File: src/rtl/laser_pkg.sv
// laser_pkg: constants, state encoding and point type shared by the laser solver and its checker.
package laser_pkg;
  localparam int NPTS = 40;
  localparam int CW   = 4;
  localparam int HW   = 6;
  localparam int PW   = $clog2(NPTS);
  localparam logic [2*CW:0] RADIUS_SQ = (2*CW+1)'(16);
  typedef enum logic [1:0] {LOAD, READY, EVAL, OUT} state_t;
  typedef struct packed {
    logic [CW-1:0] x;
    logic [CW-1:0] y;
  } pt_t;
  function automatic logic [2*CW-1:0] sq(input logic [CW-1:0] a);
    return {{CW{1'b0}}, a} * {{CW{1'b0}}, a};
  endfunction
endpackage

File: src/rtl/laser_in_circle.sv
// laser_in_circle: flags whether point (px,py) lies within the inclusive radius of centre (cx,cy).
module laser_in_circle
  import laser_pkg::*;
(
  input  logic [CW-1:0] px,
  input  logic [CW-1:0] py,
  input  logic [CW-1:0] cx,
  input  logic [CW-1:0] cy,
  output logic          in
);
  logic [CW-1:0] dx, dy;
  logic [2*CW:0] d2;
  assign dx = px >= cx ? px - cx : cx - px;
  assign dy = py >= cy ? py - cy : cy - py;
  assign d2 = {1'b0, sq(dx)} + {1'b0, sq(dy)};
  assign in = d2 <= RADIUS_SQ;
endmodule

File: src/rtl/laser_cover_eval.sv
// laser_cover_eval: captures a frame of points, then on each DONE_IN rise re-scores the two
// solver centres one point per cycle and reports per-centre and combined coverage counts.
module laser_cover_eval
  import laser_pkg::*;
(
  input  logic          CLK,
  input  logic          RST,
  input  logic          LOAD_EN,
  input  logic [CW-1:0] X,
  input  logic [CW-1:0] Y,
  input  logic          DONE_IN,
  input  logic [CW-1:0] C1X,
  input  logic [CW-1:0] C1Y,
  input  logic [CW-1:0] C2X,
  input  logic [CW-1:0] C2Y,
  output logic [HW-1:0] HITS,
  output logic [HW-1:0] HIT1,
  output logic [HW-1:0] HIT2,
  output logic          VALID,
  output logic          BUSY,
  output logic          ERR
);
  state_t        state_q, state_d;
  logic [PW-1:0] wr_ptr_q, wr_ptr_d, rd_ptr_q, rd_ptr_d;
  logic          loaded_q, loaded_d, done_d_q;
  pt_t           c1_q, c1_d, c2_q, c2_d;
  logic [HW-1:0] hits_q, hits_d, hit1_q, hit1_d, hit2_q, hit2_d;
  logic          valid_q, valid_d, err_q, err_d;
  pt_t           pts_q [NPTS];
  pt_t           cur;
  logic          rise, in1, in2, wr_en;
  assign rise  = DONE_IN & ~done_d_q;
  assign wr_en = state_q == LOAD && LOAD_EN;
  assign cur   = pts_q[rd_ptr_q];
  laser_in_circle u_in1 (.px(cur.x), .py(cur.y), .cx(c1_q.x), .cy(c1_q.y), .in(in1));
  laser_in_circle u_in2 (.px(cur.x), .py(cur.y), .cx(c2_q.x), .cy(c2_q.y), .in(in2));
  always_comb begin
    state_d  = state_q;
    wr_ptr_d = wr_ptr_q;
    rd_ptr_d = rd_ptr_q;
    loaded_d = loaded_q;
    c1_d     = c1_q;
    c2_d     = c2_q;
    hits_d   = hits_q;
    hit1_d   = hit1_q;
    hit2_d   = hit2_q;
    valid_d  = 1'b0;
    err_d    = 1'b0;
    case (state_q)
      LOAD: begin
        err_d = rise;
        if (LOAD_EN) begin
          wr_ptr_d = wr_ptr_q + PW'(1);
          if (wr_ptr_q == PW'(NPTS - 1)) begin
            state_d  = READY;
            loaded_d = 1'b1;
          end
        end
      end
      READY: begin
        if (rise && loaded_q) begin
          c1_d     = '{x: C1X, y: C1Y};
          c2_d     = '{x: C2X, y: C2Y};
          hits_d   = '0;
          hit1_d   = '0;
          hit2_d   = '0;
          rd_ptr_d = '0;
          state_d  = EVAL;
        end
      end
      EVAL: begin
        hit1_d   = hit1_q + HW'(in1);
        hit2_d   = hit2_q + HW'(in2);
        hits_d   = hits_q + HW'(in1 | in2);
        rd_ptr_d = rd_ptr_q + PW'(1);
        state_d  = rd_ptr_q == PW'(NPTS - 1) ? OUT : EVAL;
      end
      OUT: begin
        valid_d = 1'b1;
        state_d = READY;
      end
    endcase
  end
  always_ff @(posedge CLK) begin
    if (RST) begin
      state_q  <= LOAD;
      wr_ptr_q <= '0;
      rd_ptr_q <= '0;
      loaded_q <= 1'b0;
      done_d_q <= 1'b0;
      c1_q     <= '0;
      c2_q     <= '0;
      hits_q   <= '0;
      hit1_q   <= '0;
      hit2_q   <= '0;
      valid_q  <= 1'b0;
      err_q    <= 1'b0;
    end else begin
      state_q  <= state_d;
      wr_ptr_q <= wr_ptr_d;
      rd_ptr_q <= rd_ptr_d;
      loaded_q <= loaded_d;
      done_d_q <= DONE_IN;
      c1_q     <= c1_d;
      c2_q     <= c2_d;
      hits_q   <= hits_d;
      hit1_q   <= hit1_d;
      hit2_q   <= hit2_d;
      valid_q  <= valid_d;
      err_q    <= err_d;
    end
  end
  // The store needs no reset: a reset rewinds wr_ptr, so stale points are never read.
  always_ff @(posedge CLK) begin
    if (wr_en) pts_q[wr_ptr_q] <= '{x: X, y: Y};
  end
  assign HITS  = hits_q;
  assign HIT1  = hit1_q;
  assign HIT2  = hit2_q;
  assign VALID = valid_q;
  assign BUSY  = state_q == EVAL;
  assign ERR   = err_q;
endmodule

File: config.mk
export PLATFORM = sky130hd
export DESIGN_NAME = laser_cover_eval
export DESIGN_NICKNAME = d
export VERILOG_FILES = /design/src/rtl/laser_pkg.sv /design/src/rtl/laser_in_circle.sv /design/src/rtl/laser_cover_eval.sv
export SDC_FILE = /design/constraint.sdc
export NUM_CORES = 1
export LEC_CHECK = 0
export BUFFER_PORTS_ARGS = -buffer_cell sky130_fd_sc_hd__clkbuf_2
export CAP_MARGIN = 20
export CELL_PAD_IN_SITES_DETAIL_PLACEMENT = 0
export CELL_PAD_IN_SITES_GLOBAL_PLACEMENT = 1
export CORE_MARGIN = 5
export CORE_UTILIZATION = 45
export DETAILED_ROUTE_END_ITERATION = 6
export PLACE_DENSITY_LB_ADDON = 0.05
export REMOVE_ABC_BUFFERS = 1
export SLEW_MARGIN = 20
export SYNTH_ARGS = -nofsm -noshare
export SYNTH_HDL_FRONTEND = slang
export SYNTH_SLANG_ARGS = --single-unit
File: constraint.sdc
create_clock -name CLK -period 15.45 [get_ports CLK]
set_input_delay 3.8625 -clock CLK [delete_from_list [all_inputs] [get_ports CLK]]
set_output_delay 3.8625 -clock CLK [all_outputs]
set_load 0.01 [all_outputs]
==> impl_metrics.toml <==
[outcome]
status = "finished, final reports clean"

[synth]
syn_area_um2 = 17500
synth-edff-count = 320
ys_seq_elements = 378
synth_flop_cell = "edfxtp_1"
yosysTopAreaCell = "edfxtp_1"
ys_seq_area_share_pct = 61.5
syn_inst = 1250
ys_top_cells_by_count = "edfxtp_1, mux2i_1, nor2_1, inv_1, ha_1"
synth_top_area_share_pct = 54.9
yosysMostFrequentCell = "edfxtp_1"
async_flop_share_pct = 0
yosysUniqueCellTypes = 55
syn_avg_cell_area_um2 = 14.0
yosys-top-cells-area = "edfxtp_1, mux2i_1, dfxtp_1"
yosys_warnings = 0

[timing]
worstMarginPinSlew_ns = 0.986
slew_headroom_pct = 34.2
slew_violations = 0
rsz0062_at_grt = "false"
fin_skew_ns = 0.0146
setup_viol = 0
min_period_over_period_pct = 63.2
tns_ns = 0
period_minus_slack_ns = 9.77
finalHoldViolCount = 0
max_freq_mhz = 102

[worst_setup_path]
crit_cells = 30
cpMaxStageDelayCell = "nor3_1"
path_buf_inv = 5
path_delay_family = "adder cells"
r2r_cells = 30
path_max_fanout = 43
r2r_slack_ns = 5.68
arrival_ns = 10.17
startpoint_type = "flip-flop"
crit_type = "flip-flop to flip-flop"
worstPathRequired_ns = 15.86
worst_setup_path_end_kind = "flip-flop"
crit_top_cell = "fa_1"
max_stage_delay_ns = 0.75

[finish]
area_growth_syn_to_layout_pct = 11.2
final_nets = 1429
n_antenna_cell = 0
layout-drive-gt1-share_pct = 11.8

[grt]
grt_pass1_vias = 10042
antenna_found_initial = 0
grt_max_degree = 57
grt.total_usage_pct = 18.4
grt_pass1_wl_um = 61700
grt-ovfl-total = 0

[clocking]
clk_pin_slew_ns = 0.06
cts_buffer_depth = 3
ctsResizeCount = 0
cts_tree = "done"
clkLatencyLatePin_ns = 0.55
cts_sinks = 378
postCtsSetupBuffers = 0
h-tree-depth = 2
cts_buffers = 42
cts_root_buf = "clkbuf_16"
cts_hold_buf = 0

[placed_design]
io_buffers = 48
gp_congestion = 0.769
hpwl_um = 26100

[detailed_routing]
first_pass_iters = 5
wl_per_cell_um = 21.6
vias = 9890
route.detailed.drc = 0
ant_nets = 0
drtIter0Drc = 608
routed_via_density = 5.37
routed_wl_um = 39800

[power_and_ir_drop]
vdd_drop_max_mv = 0.106
power_uw = 2790
p_per_area_nw_per_um2 = 143
power_leakage_uw = 0.00660

[min_path]
min_path_type = "flip-flop to flip-flop"
holdPathStages = 2

[floorplanning]
initial_core_util_pct = 45.4
pin_count = 49
rows = 72
core-area_um2 = 38600
dieHeight_um = 207
die_area_um2 = 43000
die_w_um = 207

[run]
maxCapViolCount = 0
## state kept, by name, summed over array words and instances (netlist names), named ones only
signal    count
pts_q       320
c1_q          8
c2_q          8
HIT1          6
HIT2          6
HITS          6
rd_ptr_q      6
wr_ptr_q      6
state_q       2
ERR           1
VALID         1
done_d_q      1
loaded_q      1
## routing by layer
| layer | track usage, % | vias to the layer above | wire, um |
|---|---|---|---|
| li1 | - | 4704 | - |
| met1 | 27.2 | 4989 | 19200 |
| met2 | 28.9 | 152 | 18400 |
| met3 | 3.43 | 45 | 1540 |
| met4 | 3.94 | 0 | 657 |
| met5 | 0 | - | 0 |
## path summary, 6_finish.rpt
| kind | start | to |
|---|---|---|
| setup / recovery | flip-flop | HITS[5] |
| hold / removal | c1_q[7] | c1_q[7] |
| setup reg to reg | flip-flop | HITS[5] |
| hold reg to reg | c1_q[7] | c1_q[7] |
## worst register-to-register path, delay by kind of cell (launching register included)
family                     cells  cell delay (ns)
AOI/OAI and AO/OA              4             0.62
xor gates and xnor gates       2             0.30
and+or+nand+nor                8             1.94
adders and majority gates      8             3.28
buffers and inverters          5             1.44
DFF                            1             0.63
muxes                          3             1.45
## stage by stage
| stage | hold WS, ns | area, um2 | utilization, % | setup WS, ns | instances |
|---|---|---|---|---|---|
| 2_1_floorplan | 0.430 | 17200 | - | 3.36 | 1194 |
| 3_3_place_gp | 0.446 | 18100 | 47.1 | 5.50 | 1770 |
| 3_5_place_dp | 0.446 | 18100 | 47.1 | 5.42 | 1770 |
| 4_1_cts | 0.454 | 19500 | 50.5 | 5.37 | 1842 |
| 5_1_grt | 0.495 | 19500 | 50.5 | 5.03 | 1843 |
| 6_report | 0.452 | 19500 | 50.5 | 5.68 | 1843 |
## area by class of cell
class,instances,area [um2]
clock buffers,52,1120
well taps,518,648
multi-input cells,736,6110
clock inverters,20,188
flip-flops and latches,378,10800
repair buffers,59,343
inverters,80,300
fillers,3420,19100
## cell families after synthesis
group,Yosys count,share of synthesized area [%]
compound gates,186,7.00
xor+xnor,29,1.45
fa+ha+maj,104,8.72
buf+inv,136,3.66
flops,378,61.5
mux,166,10.7
simple gates,251,6.99
## power breakdown
group | total, uW | leakage, uW | internal, uW | switching (uW)
registers | 1130 | 0.00335 | 1120 | 9.06
logic | 716 | 0.00262 | 303 | 413
clock network | 950 | 0.000635 | 563 | 387
## cell usage in the layout, fill, tap and decap left out, types with 5 or more instances in the layout
| cell | instances |
|---|---|
| edfxtp_1 | 320 |
| mux2i_1 | 142 |
| nor2_1 | 88 |
| inv_1 | 78 |
| ha_1 | 74 |
| a21oi_1 | 68 |
| a22oi_1 | 63 |
| nand2_1 | 59 |
| dfxtp_1 | 57 |
| clkbuf_2 | 48 |
| clkbuf_16 | 43 |
| fa_1 | 30 |
| xor2_1 | 25 |
| nor2b_1 | 22 |
| mux4_2 | 16 |
| o21ai_0 | 15 |
| nand4_1 | 10 |
| buf_4 | 10 |
| nand2b_1 | 8 |
| nor4_1 | 8 |
| mux2_2 | 8 |
| clkbuf_1 | 8 |
| and2_1 | 7 |
| a21o_1 | 7 |
| or2_1 | 7 |
| nand3_1 | 7 |
| o21bai_1 | 6 |
| and3_1 | 6 |
| clkinv_1 | 6 |
| or2_2 | 5 |
| nand3b_1 | 5 |
| clkinv_2 | 5 |
(Power assumes the default switching activity.)
